File: config.mk
export PLATFORM = sky130hd
export DESIGN_NAME = udma_tx_prefetch_fifo
export DESIGN_NICKNAME = d
export VERILOG_FILES = /design/src/rtl/udma_tx_pkg.sv /design/src/rtl/udma_tx_store.sv /design/src/rtl/udma_tx_prefetch_fifo.sv
export SDC_FILE = /design/constraint.sdc
export NUM_CORES = 1
export LEC_CHECK = 0
export CAP_MARGIN = 30
export CORE_MARGIN = 4
export CORE_UTILIZATION = 45
export DETAILED_ROUTE_END_ITERATION = 16
export HOLD_SLACK_MARGIN = 0.08
export PLACE_DENSITY = 0.66
export SYNTH_ARGS = -nofsm -noshare
export SYNTH_HDL_FRONTEND = slang
export SYNTH_HIERARCHICAL = 1
export SYNTH_SLANG_ARGS = --single-unit
File: constraint.sdc
create_clock -name clk_i -period 6.3 [get_ports clk_i]
set_input_delay 0.63 -clock clk_i [delete_from_list [all_inputs] [get_ports clk_i]]
set_output_delay 0.63 -clock clk_i [all_outputs]
set_load 0.05 [all_outputs]
File: src/rtl/udma_tx_pkg.sv
// Shared types and width helpers for the uDMA TX prefetch buffer.
package udma_tx_pkg;

   // What happens to a read return in the cycle it arrives
   typedef enum logic [1:0] {
      RET_STORE,
      RET_DROP,
      RET_ERR
   } ret_act_e;

   // Counters must hold 0..depth inclusive
   function automatic int unsigned cnt_width(input int unsigned depth);
      return $clog2(depth + 1);
   endfunction

   // Pointers index 0..depth-1, never narrower than one bit
   function automatic int unsigned ptr_width(input int unsigned depth);
      return (depth > 2) ? $clog2(depth) : 1;
   endfunction

endpackage

File: src/rtl/udma_tx_store.sv
// Storage array with wrapping read/write pointers and a fall-through head read.
module udma_tx_store
   import udma_tx_pkg::*;
#(
   parameter int unsigned DATA_WIDTH = 32,
   parameter int unsigned DEPTH      = 4
) (
   input  logic                  clk_i,
   input  logic                  rstn_i,
   input  logic                  clr_i,
   input  logic                  push_i,
   input  logic [DATA_WIDTH-1:0] push_data_i,
   input  logic                  pop_i,
   input  logic                  head_valid_i,
   output logic [DATA_WIDTH-1:0] head_data_o
);

   localparam int unsigned       PTR_W    = ptr_width(DEPTH);
   localparam logic [PTR_W-1:0]  PTR_LAST = PTR_W'(DEPTH - 1);

   logic [DATA_WIDTH-1:0] mem_q [DEPTH];
   logic [PTR_W-1:0]      wr_ptr_q;
   logic [PTR_W-1:0]      wr_ptr_d;
   logic [PTR_W-1:0]      rd_ptr_q;
   logic [PTR_W-1:0]      rd_ptr_d;
   logic [DATA_WIDTH-1:0] hold_q;

   // Explicit wrap so non-power-of-two depths work
   function automatic logic [PTR_W-1:0] ptr_inc(input logic [PTR_W-1:0] p);
      return (p == PTR_LAST) ? '0 : p + PTR_W'(1);
   endfunction

   always_comb begin
      wr_ptr_d = wr_ptr_q;
      rd_ptr_d = rd_ptr_q;
      if (clr_i) begin
         wr_ptr_d = '0;
         rd_ptr_d = '0;
      end else begin
         if (push_i) wr_ptr_d = ptr_inc(wr_ptr_q);
         if (pop_i)  rd_ptr_d = ptr_inc(rd_ptr_q);
      end
   end

   always_ff @(posedge clk_i or negedge rstn_i) begin
      if (!rstn_i) begin
         wr_ptr_q <= '0;
         rd_ptr_q <= '0;
      end else begin
         wr_ptr_q <= wr_ptr_d;
         rd_ptr_q <= rd_ptr_d;
      end
   end

   always_ff @(posedge clk_i or negedge rstn_i) begin
      if (!rstn_i) begin
         for (int unsigned i = 0; i < DEPTH; i++) mem_q[i] <= '0;
      end else if (push_i && !clr_i) begin
         mem_q[wr_ptr_q] <= push_data_i;
      end
   end

   // Head is shown while valid; otherwise the last shown word is held
   assign head_data_o = head_valid_i ? mem_q[rd_ptr_q] : hold_q;

   always_ff @(posedge clk_i or negedge rstn_i) begin
      if (!rstn_i) hold_q <= '0;
      else         hold_q <= head_data_o;
   end

endmodule

File: src/rtl/udma_tx_prefetch_fifo.sv
// TX prefetch buffer: credit-based read requests to the uDMA core, buffered
// in-order returns presented to a peripheral as a valid/ready stream.
module udma_tx_prefetch_fifo
   import udma_tx_pkg::*;
#(
   parameter int unsigned DATA_WIDTH   = 32,
   parameter int unsigned BUFFER_DEPTH = 4
) (
   input  logic                  clk_i,
   input  logic                  rstn_i,
   input  logic                  clr_i,
   input  logic                  en_i,
   output logic                  req_o,
   input  logic                  gnt_i,
   input  logic [DATA_WIDTH-1:0] data_i,
   input  logic                  valid_i,
   output logic [DATA_WIDTH-1:0] data_o,
   output logic                  valid_o,
   input  logic                  ready_i,
   output logic                  err_o
);

   localparam int unsigned       CNT_W   = cnt_width(BUFFER_DEPTH);
   localparam int unsigned       SUM_W   = CNT_W + 2;
   localparam logic [SUM_W-1:0]  DEPTH_S = SUM_W'(BUFFER_DEPTH);

   logic [CNT_W-1:0] stored_q;
   logic [CNT_W-1:0] stored_d;
   logic [CNT_W-1:0] inflight_q;
   logic [CNT_W-1:0] inflight_d;
   logic [CNT_W-1:0] drop_q;
   logic [CNT_W-1:0] drop_d;
   logic             err_q;
   logic             err_d;
   logic [SUM_W-1:0] occupancy;
   logic             grant;
   logic             pop;
   logic             ret_store;
   logic             ret_drop;
   logic             ret_err;
   ret_act_e         ret_act;

   // Every granted request already owns a slot, so returns never stall
   assign occupancy = SUM_W'(stored_q) + SUM_W'(inflight_q) + SUM_W'(drop_q);
   assign req_o     = en_i & ~clr_i & (occupancy < DEPTH_S);
   assign valid_o   = (stored_q != '0);
   assign err_o     = err_q;
   assign grant     = req_o & gnt_i;
   assign pop       = valid_o & ready_i;

   always_comb begin
      ret_act = RET_ERR;
      if (drop_q != '0)          ret_act = RET_DROP;
      else if (inflight_q != '0) ret_act = RET_STORE;
   end

   assign ret_store = valid_i & (ret_act == RET_STORE);
   assign ret_drop  = valid_i & (ret_act == RET_DROP);
   assign ret_err   = valid_i & (ret_act == RET_ERR);

   // Flush turns every outstanding return into a discard credit
   always_comb begin
      stored_d   = stored_q;
      inflight_d = inflight_q;
      drop_d     = drop_q;
      err_d      = err_q | ret_err;
      if (clr_i) begin
         stored_d   = '0;
         inflight_d = '0;
         drop_d     = inflight_q + drop_q - CNT_W'(ret_store | ret_drop);
      end else begin
         stored_d   = stored_q + CNT_W'(ret_store) - CNT_W'(pop);
         inflight_d = inflight_q + CNT_W'(grant) - CNT_W'(ret_store);
         drop_d     = drop_q - CNT_W'(ret_drop);
      end
   end

   always_ff @(posedge clk_i or negedge rstn_i) begin
      if (!rstn_i) begin
         stored_q   <= '0;
         inflight_q <= '0;
         drop_q     <= '0;
         err_q      <= 1'b0;
      end else begin
         stored_q   <= stored_d;
         inflight_q <= inflight_d;
         drop_q     <= drop_d;
         err_q      <= err_d;
      end
   end

   udma_tx_store #(
      .DATA_WIDTH (DATA_WIDTH),
      .DEPTH      (BUFFER_DEPTH)
   ) u_store (
      .clk_i        (clk_i),
      .rstn_i       (rstn_i),
      .clr_i        (clr_i),
      .push_i       (ret_store),
      .push_data_i  (data_i),
      .pop_i        (pop),
      .head_valid_i (valid_o),
      .head_data_o  (data_o)
   );

endmodule

; After elaboration in Yosys (flattened, before gate mapping)
; Index checks and enable logic that the tools add are counted.
[totals]
ramBits = 0
ff_bits = 174
latchBits = 0
n_memories = 0
romBits = 0
output_inout_bits = 35
input_bits = 39
word_cells = 69
[op_classes]
n_div = 0
multipliers = 0
reduce_logical = 9
shifts = 0
bitwise = 12
order_cmp = 4
n_eq_ne = 4
muxes = 18
addsub = 11
[ops]
columns = op, n
row1 = bitwise mux 128 bit, 1
row2 = 2-to-1 mux 32 bit, 4
row3 = binary-select mux 32 bit (select 2 bit), 1
row4 = demux 32 bit (select 2 bit), 1
row5 = 2-to-1 mux 2 bit, 8
row6 = subtractor 3 x 1 -> 3 bit, 4
row7 = 2-to-1 mux 3 bit, 3
row8 = nonzero test 3 bit, 3
row9 = bitwise AND 1 bit, 7
row10 = adder 3 x 1 -> 3 bit, 2
row11 = "equality test 2 bit, second input constant", 3
row12 = "greater-or-equal comparator 3 bit, second input constant", 2
row13 = NOT 2 -> 3 bit, 2
row14 = adder 4 x 3 -> 5 bit, 1
row15 = "< comparator 5 x 3 -> 1 bit, second input constant", 1
row16 = "adder 2 x 1 -> 2 bit, second input constant", 2
row17 = adder 3 x 3 -> 4 bit, 1
row18 = nonzero test 2 bit, 2
row19 = adder 3 bit, 1
row20 = "< comparator 3 x 1 -> 1 bit, second input constant", 1
row21 = "equality test 2 x 1 -> 1 bit, second input constant", 1
row22 = logical AND 1 bit, 2
row23 = logical NOT 2 bit, 1
row24 = bitwise OR 1 bit, 2
row25 = 2 further kinds, 2

; Depth between registers and ports, before layout
; Gate-level depths: netlist of run 1.
[depth]
ltp_word = 8
ltp_mapped = 14
depth_no_buf = 14

; By module
; Netlist of run 1, hierarchy kept.
[modules_own_cells]
columns = mod, n_inst, cells_per_inst, seq_area_each_um2, area_per_inst_um2
row1 = udma_tx_store, 1, 471, 4103.9, 7618.6
row2 = udma_tx_prefetch_fifo, 1, 78, 250.2, 809.5

; Worst setup path before layout of run 1
; No wires, ideal clock.
[synth_path]
kind = register to output
from = reg inflight_q[1]
to = out req_o
stages_incl_launch_ff = 8
path_buffers = 0
arrival_ns = 2.689
setup_slack_ns = 2.981
required_ns = 5.670
path_cell_list = dfrtp_1 inv_1 fa_1 nor2_1 fa_1 nor2_1 nand2_1 nor3_1
[synth_between]
elab_chain_cells = 4
[synth_lines]
columns = item, line_no
row1 = "start, declared", udma_tx_prefetch_fifo.sv:29  ; logic [CNT_W-1:0] inflight_q;
row2 = "start signal, assigned", udma_tx_prefetch_fifo.sv:86  ; inflight_q <= inflight_d;
row3 = adder 3 x 3 -> 4 bit, udma_tx_prefetch_fifo.sv:44  ; assign occupancy = SUM_W'(stored_q) + SUM_W'(inflight_q) + SUM_W'(drop_q);
row4 = adder 4 x 3 -> 5 bit, udma_tx_prefetch_fifo.sv:44
row5 = < comparator 5 x 3 -> 1 bit, udma_tx_prefetch_fifo.sv:45  ; assign req_o = en_i & ~clr_i & (occupancy < DEPTH_S);
row6 = bitwise AND 1 bit, udma_tx_prefetch_fifo.sv:45
row7 = "end, declared", udma_tx_prefetch_fifo.sv:13  ; output logic req_o,
; Every way passes these cells.

; Worst setup path after layout of run 1
[layout_path]
from = reg u_store.rd_ptr_q[0]
to = out data_o[30]
[layout_between]
elab_chain_cells = 5
[layout_lines]
columns = item, line_no
row1 = "start, declared", udma_tx_store.sv:24  ; logic [PTR_W-1:0] rd_ptr_q;
row2 = "start signal, assigned", udma_tx_store.sv:51  ; rd_ptr_q <= rd_ptr_d;
row3 = NOT 2 -> 3 bit (implied by the code), udma_tx_store.sv:64  ; assign head_data_o = head_valid_i ? mem_q[rd_ptr_q] : hold_q;
row4 = binary-select mux 32 bit (select 2 bit), udma_tx_store.sv:64
row5 = 2-to-1 mux 32 bit (implied by the code) (2 in series), udma_tx_store.sv:64
row6 = 2-to-1 mux 32 bit, udma_tx_store.sv:64
row7 = "end, declared", udma_tx_prefetch_fifo.sv:17  ; output logic [DATA_WIDTH-1:0] data_o,
; Every way passes these cells. The select of a mux whose other input is x is not followed.

==> flow_metrics.env, run 1 <==
export IMPL_setup_tns_final_ns=0
export IMPL_power_leakage_uw=0.00492
export IMPL_grt_pass1_wl_um=28500
export IMPL_cts_root_buf="clkbuf_16"
export IMPL_synth_simple_area_share_pct=5.08
export IMPL_status="complete, no violations"
export IMPL_r2r_cells=14
export IMPL_nNetsFinal=676
export IMPL_synth_flop_cell="dfrtp_1"
export IMPL_endpoint="data_o[30]"
export IMPL_rows=49
export IMPL_num_fill_cells=1477
export IMPL_final_seq_area_um2=4360
export IMPL_finalMaxSlewViolations=0
export IMPL_wl_met2_um=8220
export IMPL_crit_path_start_kind="flop"
export IMPL_syn_instance_count=549
export IMPL_ys_ff_latch=174
export IMPL_synth_top_family_by_area="multiplexers"
export IMPL_muxShareOfSynthArea_pct=30.4
export IMPL_cp_data_arrival_time_ns=3.31
export IMPL_port_buffers=73
export IMPL_die_h_um=145
export IMPL_worstSetupEndpointType="primary output"
export IMPL_power_density_nw_per_um2=380
export IMPL_power_switching_uw=1280
export IMPL_synthAdderAreaFrac_pct=3.65
export IMPL_antenna_found_initial=1
export IMPL_yosysSeqAreaShare_pct=51.7
export IMPL_die_w_um=145
export IMPL_clkPwrFrac_pct=29.9
export IMPL_worstPathRequired_ns=5.67
export IMPL_tightest_slew_ns=0.868
export IMPL_diodes=0
export IMPL_multiInputGateArea_um2=3710
export IMPL_num_vias=4626
export IMPL_clkLatencyLatePin_ns=0.42
export IMPL_overflow=0
export IMPL_crit_path_start="u_store/rd_ptr_q[0]"
export IMPL_hold_violations=0
export IMPL_dpl_instance_area_um2=9190
export IMPL_power_frac_comb_pct=33.5
export IMPL_design_area_um2=9860
export IMPL_fin_crit_sh_pct=62.5
export IMPL_initial_core_util_pct=46.3
export IMPL_syn_cell_area_um2=8430
export IMPL_cts_resized=0
export IMPL_syn_num_nets=609
export IMPL_io_pin_count=74
export IMPL_rsz0062_at_grt="no"
export IMPL_cts_tree="done"
export IMPL_r2r_start="inflight_q[1]"
export IMPL_cts_htree_levels=4
export IMPL_clk_pin_slew_ns=0.06
export IMPL_met1_length_um=8340
export IMPL_intPower_uw=2470
export IMPL_synth_most_common_cell="dfrtp_1"
export IMPL_critPathMaxFanout=38
export IMPL_switching_share_pct=34.2
export IMPL_antenna_left=0
export IMPL_finClkSkew_ns=0.00886
export IMPL_synthXorXnorAreaFrac_pct=1.01
export IMPL_dr_max_layer_used="met5"
export IMPL_gp_congestion=0.748
export IMPL_vias_per_cell=5.39
export IMPL_post_cts_setup_buffer_count=0
export IMPL_fmax_mhz=254
export IMPL_drive_gt1_share_pct=27.7
export IMPL_synthArstFlopShare_pct=100
export IMPL_r2r_setup_slack_ns=2.78
export IMPL_numClockSinks=174
export IMPL_ys_top_cells_by_count="174 x dfrtp_1, 120 x mux2_4, 67 x mux2i_1"
export IMPL_firstDrtPassIters=5
export IMPL_syn_area_per_cell_um2=15.4
export IMPL_core_area_um2=18200
export IMPL_dieArea_um2=21000
export IMPL_synth_edf_count=0
export IMPL_min_path_type="reg2reg"
export IMPL_ys_warn_count=6
export IMPL_pwr_share_seq_pct=36.5
export IMPL_synth_area_top_cells="dfrtp_1 52%, mux2_4 21%, mux2i_1 8.0%"
export IMPL_drc_errors=0
export IMPL_ys_types=32
export IMPL_drtIter0Drc=184
export IMPL_met3_length_um=689
export IMPL_cts_max_path_buffers=2
export IMPL_drt_wl_total_um=17300
export IMPL_r2r_end="inflight_q[2]"
export IMPL_dp_hpwl_um=10300
export IMPL_fin_crit_ns=3.94
export IMPL_grt_usage_pct=17.6
export IMPL_grt_start_max_net_pins=111
export IMPL_syn2layout_area_growth_pct=17.0
export IMPL_timing_hold_ws_ns=0.479
export IMPL_synth_top_area_share_pct=51.7
export IMPL_cts_buffers=17
export IMPL_setup_viol=0
export IMPL_critPathKind="reg2out"
export IMPL_first_global_vias=5287
export IMPL_slew_headroom_pct=42.2
export IMPL_peakVddDrop_v=0.000196
export IMPL_synth_compound_area_share_pct=3.87
export IMPL_wire_per_inst_um=20.2
export IMPL_maxCapViolCount=0
export IMPL_yosysTopAreaCell="dfrtp_1"
[cells by family after synthesis]
group,after synthesis
multiplexers,195
flip-flops,174
AND/OR/NAND/NOR,64
buffers and inverters,49
AO/OA/AOI/OAI,38
adder cells (fa/ha/maj),21
XOR/XNOR,8
[layout make-up]
class                   instances  area share (%)
flip-flops and latches        174            44.2
multi-input cells             326            37.7
repair buffers                 79            8.11
clock buffers                  22            4.81
well taps                     229            2.91
clock inverters                10            1.61
inverters                      18           0.685
[worst min-delay path by stage]
stage	start	end	depth (start not counted)
4_1_cts	rstn_i	u_store/mem_q[6]	1
3_5_place_dp	err_o	err_o	1
5_1_grt	err_o	err_o	1
2_1_floorplan	rstn_i	drop_q[0]	0
3_3_place_gp	err_o	err_o	1
6_report	err_o	err_o	1
[metrics by stage]
stage	setup slack (ns)	util, %	total power, uW	std cells
final	2.36	54.1	3750	858
after detailed placement	2.75	50.5	2640	824
after global routing	2.23	54.1	3940	858
after global placement	2.85	50.5	2620	824
after floorplan	2.98	-	2270	549
after CTS	2.34	53.9	3790	856
[metal layers]
layer,track usage [%],vias to the layer above
li1,-,2095
met1,24.8,2444
met2,27.7,76
met3,4.24,9
met4,3.83,2
met5,0,-
[sequential cells by signal (all words and copies together) (netlist names)]
signal / cells
drop_q: 3
u_store/rd_ptr_q: 2
err_o: 1
inflight_q: 3
stored_q: 3
u_store/wr_ptr_q: 2
u_store/mem_q: 128
u_store/hold_q: 32
[worst max-delay path, cell delays in order, from the launching register on]
cell and delay [ns]:
dfrtp_4 0.76, buf_4 0.67, mux2i_1 0.16, o221ai_1 0.37, clkdlybuf4s50_1 0.90
[power by group through the flow]
stage                     Sequential [uW]  Combinational, uW  Clock, uW
after CTS                            1370               1270       1150
final                                1370               1260       1120
after detailed placement             1390               1260          0
after global placement               1380               1230          0
after floorplan                      1340                928          0
after global routing                 1390               1350       1200
[cell usage in the layout, fill, tap and decap left out, types with 4 or more instances in the layout]
cell             instances
buf_4                    4
bufinv_16                4
clkbuf_16               17
clkdlybuf4s50_1         72
dfrtp_1                173
fa_1                     6
ha_1                    15
inv_1                   18
mux2_2                   8
mux2_4                 120
mux2i_1                 67
nand2b_1                33
nand3b_4                 4
nor2_1                  10
nor2b_1                  4
o221ai_1                32
xnor2_1                  6
[timing repair]
| item | CTS | global route |
|---|---|---|
| hold buffers | 0 | 1 |
| endpoints found under the setup margin | 0 | 0 |
| hold endpoints to repair | 0 | 9 |
Power figures use the tool's default switching activity.
==> run 2, diff against run 1 <==
--- a/config.mk
+++ b/config.mk
@@ -10,7 +10,7 @@
 export CORE_UTILIZATION = 45
 export DETAILED_ROUTE_END_ITERATION = 16
 export HOLD_SLACK_MARGIN = 0.08
-export PLACE_DENSITY = 0.66
+export PLACE_DENSITY = 0.68
 export SYNTH_ARGS = -nofsm -noshare
 export SYNTH_HDL_FRONTEND = slang
 export SYNTH_HIERARCHICAL = 1
==> constraint.sdc (replaced) <==
create_clock -name clk_i -period 3.2 [get_ports clk_i]
set_input_delay 0.32 -clock clk_i [delete_from_list [all_inputs] [get_ports clk_i]]
set_output_delay 0.32 -clock clk_i [all_outputs]
set_load 0.05 [all_outputs]
==> run 2 against run 1 <==
The flow now finishes with violations (setup timing). First-iteration DRC count up 34%. Flip-flop and latch count unchanged. Utilization up 3.3 points. Critical path type is now reg2reg. Highest routed layer is now met4.
==> flow_metrics.env, run 2 (same netlist as run 1, synthesis figures left out) <==
export IMPL_status="complete, but fails checks"
export IMPL_violations="setup timing"
export IMPL_firstDrtPassIters=4
export IMPL_dieArea_um2=21000
export IMPL_nNetsFinal=697
export IMPL_initial_core_util_pct=46.3
export IMPL_overflow=0
export IMPL_num_fill_cells=1405
export IMPL_vias_per_cell=5.39
export IMPL_critPathKind="reg2reg"
export IMPL_clkLatencyLatePin_ns=0.42
export IMPL_worstPathRequired_ns=3.50
export IMPL_largest_reg_flops=128
export IMPL_grt_usage_pct=17.8
export IMPL_power_leakage_uw=0.00521
export IMPL_cp_data_arrival_time_ns=3.68
export IMPL_fin_crit_ns=3.38
export IMPL_clk_pin_slew_ns=0.06
export IMPL_drive_gt1_share_pct=36.8
export IMPL_num_vias=4744
export IMPL_crit_family="adder cells"
export IMPL_gp_congestion=0.814
export IMPL_worstSetupEndpointType="flop"
export IMPL_numClockSinks=174
export IMPL_r2r_setup_slack_ns=-0.18
export IMPL_drtIter0Drc=246
export IMPL_rows=49
export IMPL_power_density_nw_per_um2=772
export IMPL_die_w_um=145
export IMPL_largestRegisters="u_store/mem_q (128), u_store/hold_q (32)"
export IMPL_maxCapViolCount=0
export IMPL_slew_headroom_pct=64.6
export IMPL_rsz0062_at_grt="yes"
export IMPL_pwr_share_seq_pct=33.2
export IMPL_core_area_um2=18200
export IMPL_critPathMaxFanout=3
export IMPL_tightest_slew_ns=0.530
export IMPL_critPathMaxStageDelay_ns=0.54
export IMPL_first_global_vias=5340
export IMPL_wire_per_inst_um=20.1
export IMPL_setup_ws_ns=-0.179
export IMPL_drt_wl_total_um=17700
export IMPL_fin_crit_sh_pct=106
export IMPL_finalMaxSlewViolations=0
export IMPL_antenna_left=0
export IMPL_cts_htree_levels=4
export IMPL_switching_share_pct=33.5
export IMPL_cts_root_buf="clkbuf_16"
export IMPL_final_common_cell="dfrtp_1"
export IMPL_utilization_pct=57.4
export IMPL_grt_pass1_wl_um=28900
export IMPL_power_frac_comb_pct=38.5
export IMPL_port_buffers=73
export IMPL_setup_viol=2
export IMPL_cts_max_path_buffers=2
export IMPL_clkPwrFrac_pct=28.3
export IMPL_crit_path_start_kind="flop"
export IMPL_cts_tree="done"
export IMPL_io_pin_count=74
export IMPL_finClkSkew_ns=0.00829
export IMPL_worstPathCellList="inv_2 -> fa_1 -> nor2_2 -> fa_1 -> nor2_1 -> nand2_1 -> or4b_1 -> ha_1 -> inv_1 -> ha_2 -> inv_2 -> fa_2 -> xnor2_2 -> nor2_1"
export IMPL_syn2layout_area_growth_pct=24.1
export IMPL_layout_common_cells="173 x dfrtp_1, 120 x mux2_4, 67 x mux2i_1"
export IMPL_cts_buffers=17
export IMPL_crit_slowest_cell="fa_1"
export IMPL_antenna_found_initial=1
export IMPL_min_path_type="in2async"
export IMPL_largest_register="u_store/mem_q"
export IMPL_dp_hpwl_um=11100
export IMPL_intPower_uw=5370
export IMPL_peakVddDrop_v=0.000465
export IMPL_setup_tns_final_ns=-0.334
export IMPL_critPathBufInv=3
export IMPL_die_h_um=145
export IMPL_grt_start_max_net_pins=87
export IMPL_hold_violations=0
export IMPL_fmax_mhz=296
export IMPL_drc_errors=0
export IMPL_power_switching_uw=2710
run 2: cell types whose count changed in the layout (fill, tap and decap cells not counted), sizes merged:
cell	delta
clkinv	-2
inv	+3
diode	+1
buf	+54
clkbuf	-1
clkdlybuf4s50	-33
bufinv	+1
clkinvlp	-1
run 2: metrics by stage:
stage | instance area (um^2) | std cells | worst slack (ns) | power (uW) | hold WS (ns)
after floorplan | 8430 | 549 | -0.0102 | 4470 | 0.0244
final | 10500 | 880 | -0.179 | 8080 | 0.416
after CTS | 10400 | 878 | -0.144 | 8130 | 0.413
after global routing | 10500 | 880 | -0.347 | 8470 | 0.459
after detailed placement | 9740 | 842 | -0.150 | 5770 | 0.297
after global placement | 9740 | 842 | -0.0950 | 5680 | 0.287
run 2: routing by layer:
layer,GRT usage (%),routed length [um],vias up
li1,-,-,2141
met1,24.4,8190,2506
met2,28.8,8750,81
met3,3.38,505,16
met4,5.84,244,0
met5,0,0,-
run 2: timing repair:
action / in CTS / in global routing
pin swaps: 5 / 3
hold buffers: 1 / 0
gates cloned: 0 / 0
setup endpoints to repair: 2 / 4
setup buffers: 3 / 1
gates resized for setup: 5 / 3
hold endpoints to repair: 48 / 0
run 2: cell type report:
| cell class | count | area (um^2) | share of cell area, % |
|---|---|---|---|
| flip-flops and latches | 174 | 4360 | 41.7 |
| multi-input cells | 326 | 3730 | 35.7 |
| repair buffers | 100 | 1360 | 13.0 |
| clock buffers | 21 | 450 | 4.31 |
| well taps | 229 | 287 | 2.74 |
| clock inverters | 11 | 204 | 1.95 |
| inverters | 18 | 67.6 | 0.646 |
| diodes | 1 | 2.50 | 0.0239 |
run 2: path summary, 6_finish.rpt:
| kind | startpoint | endpoint | depth (start not counted) |
|---|---|---|---|
| setup / recovery | stored_q[1] | inflight_q[2] | 14 |
| hold / removal | rstn_i | u_store/hold_q[8] | 2 |
| setup reg to reg | stored_q[1] | inflight_q[2] | 14 |
| hold reg to reg | err_o | err_o | 1 |
| max in group asynchronous | rstn_i | u_store/rd_ptr_q[0] | 3 |
| min in group clk_i | err_o | err_o | 1 |
run 2: power groups by stage:
stage               Clock (uW)  Sequential (uW)  Combinational, uW
detailed placement           0             2720               3050
global route              2440             2710               3320
global placement             0             2700               2980
CTS                       2340             2680               3120
floorplan                    0             2640               1830
finish                    2290             2680               3110
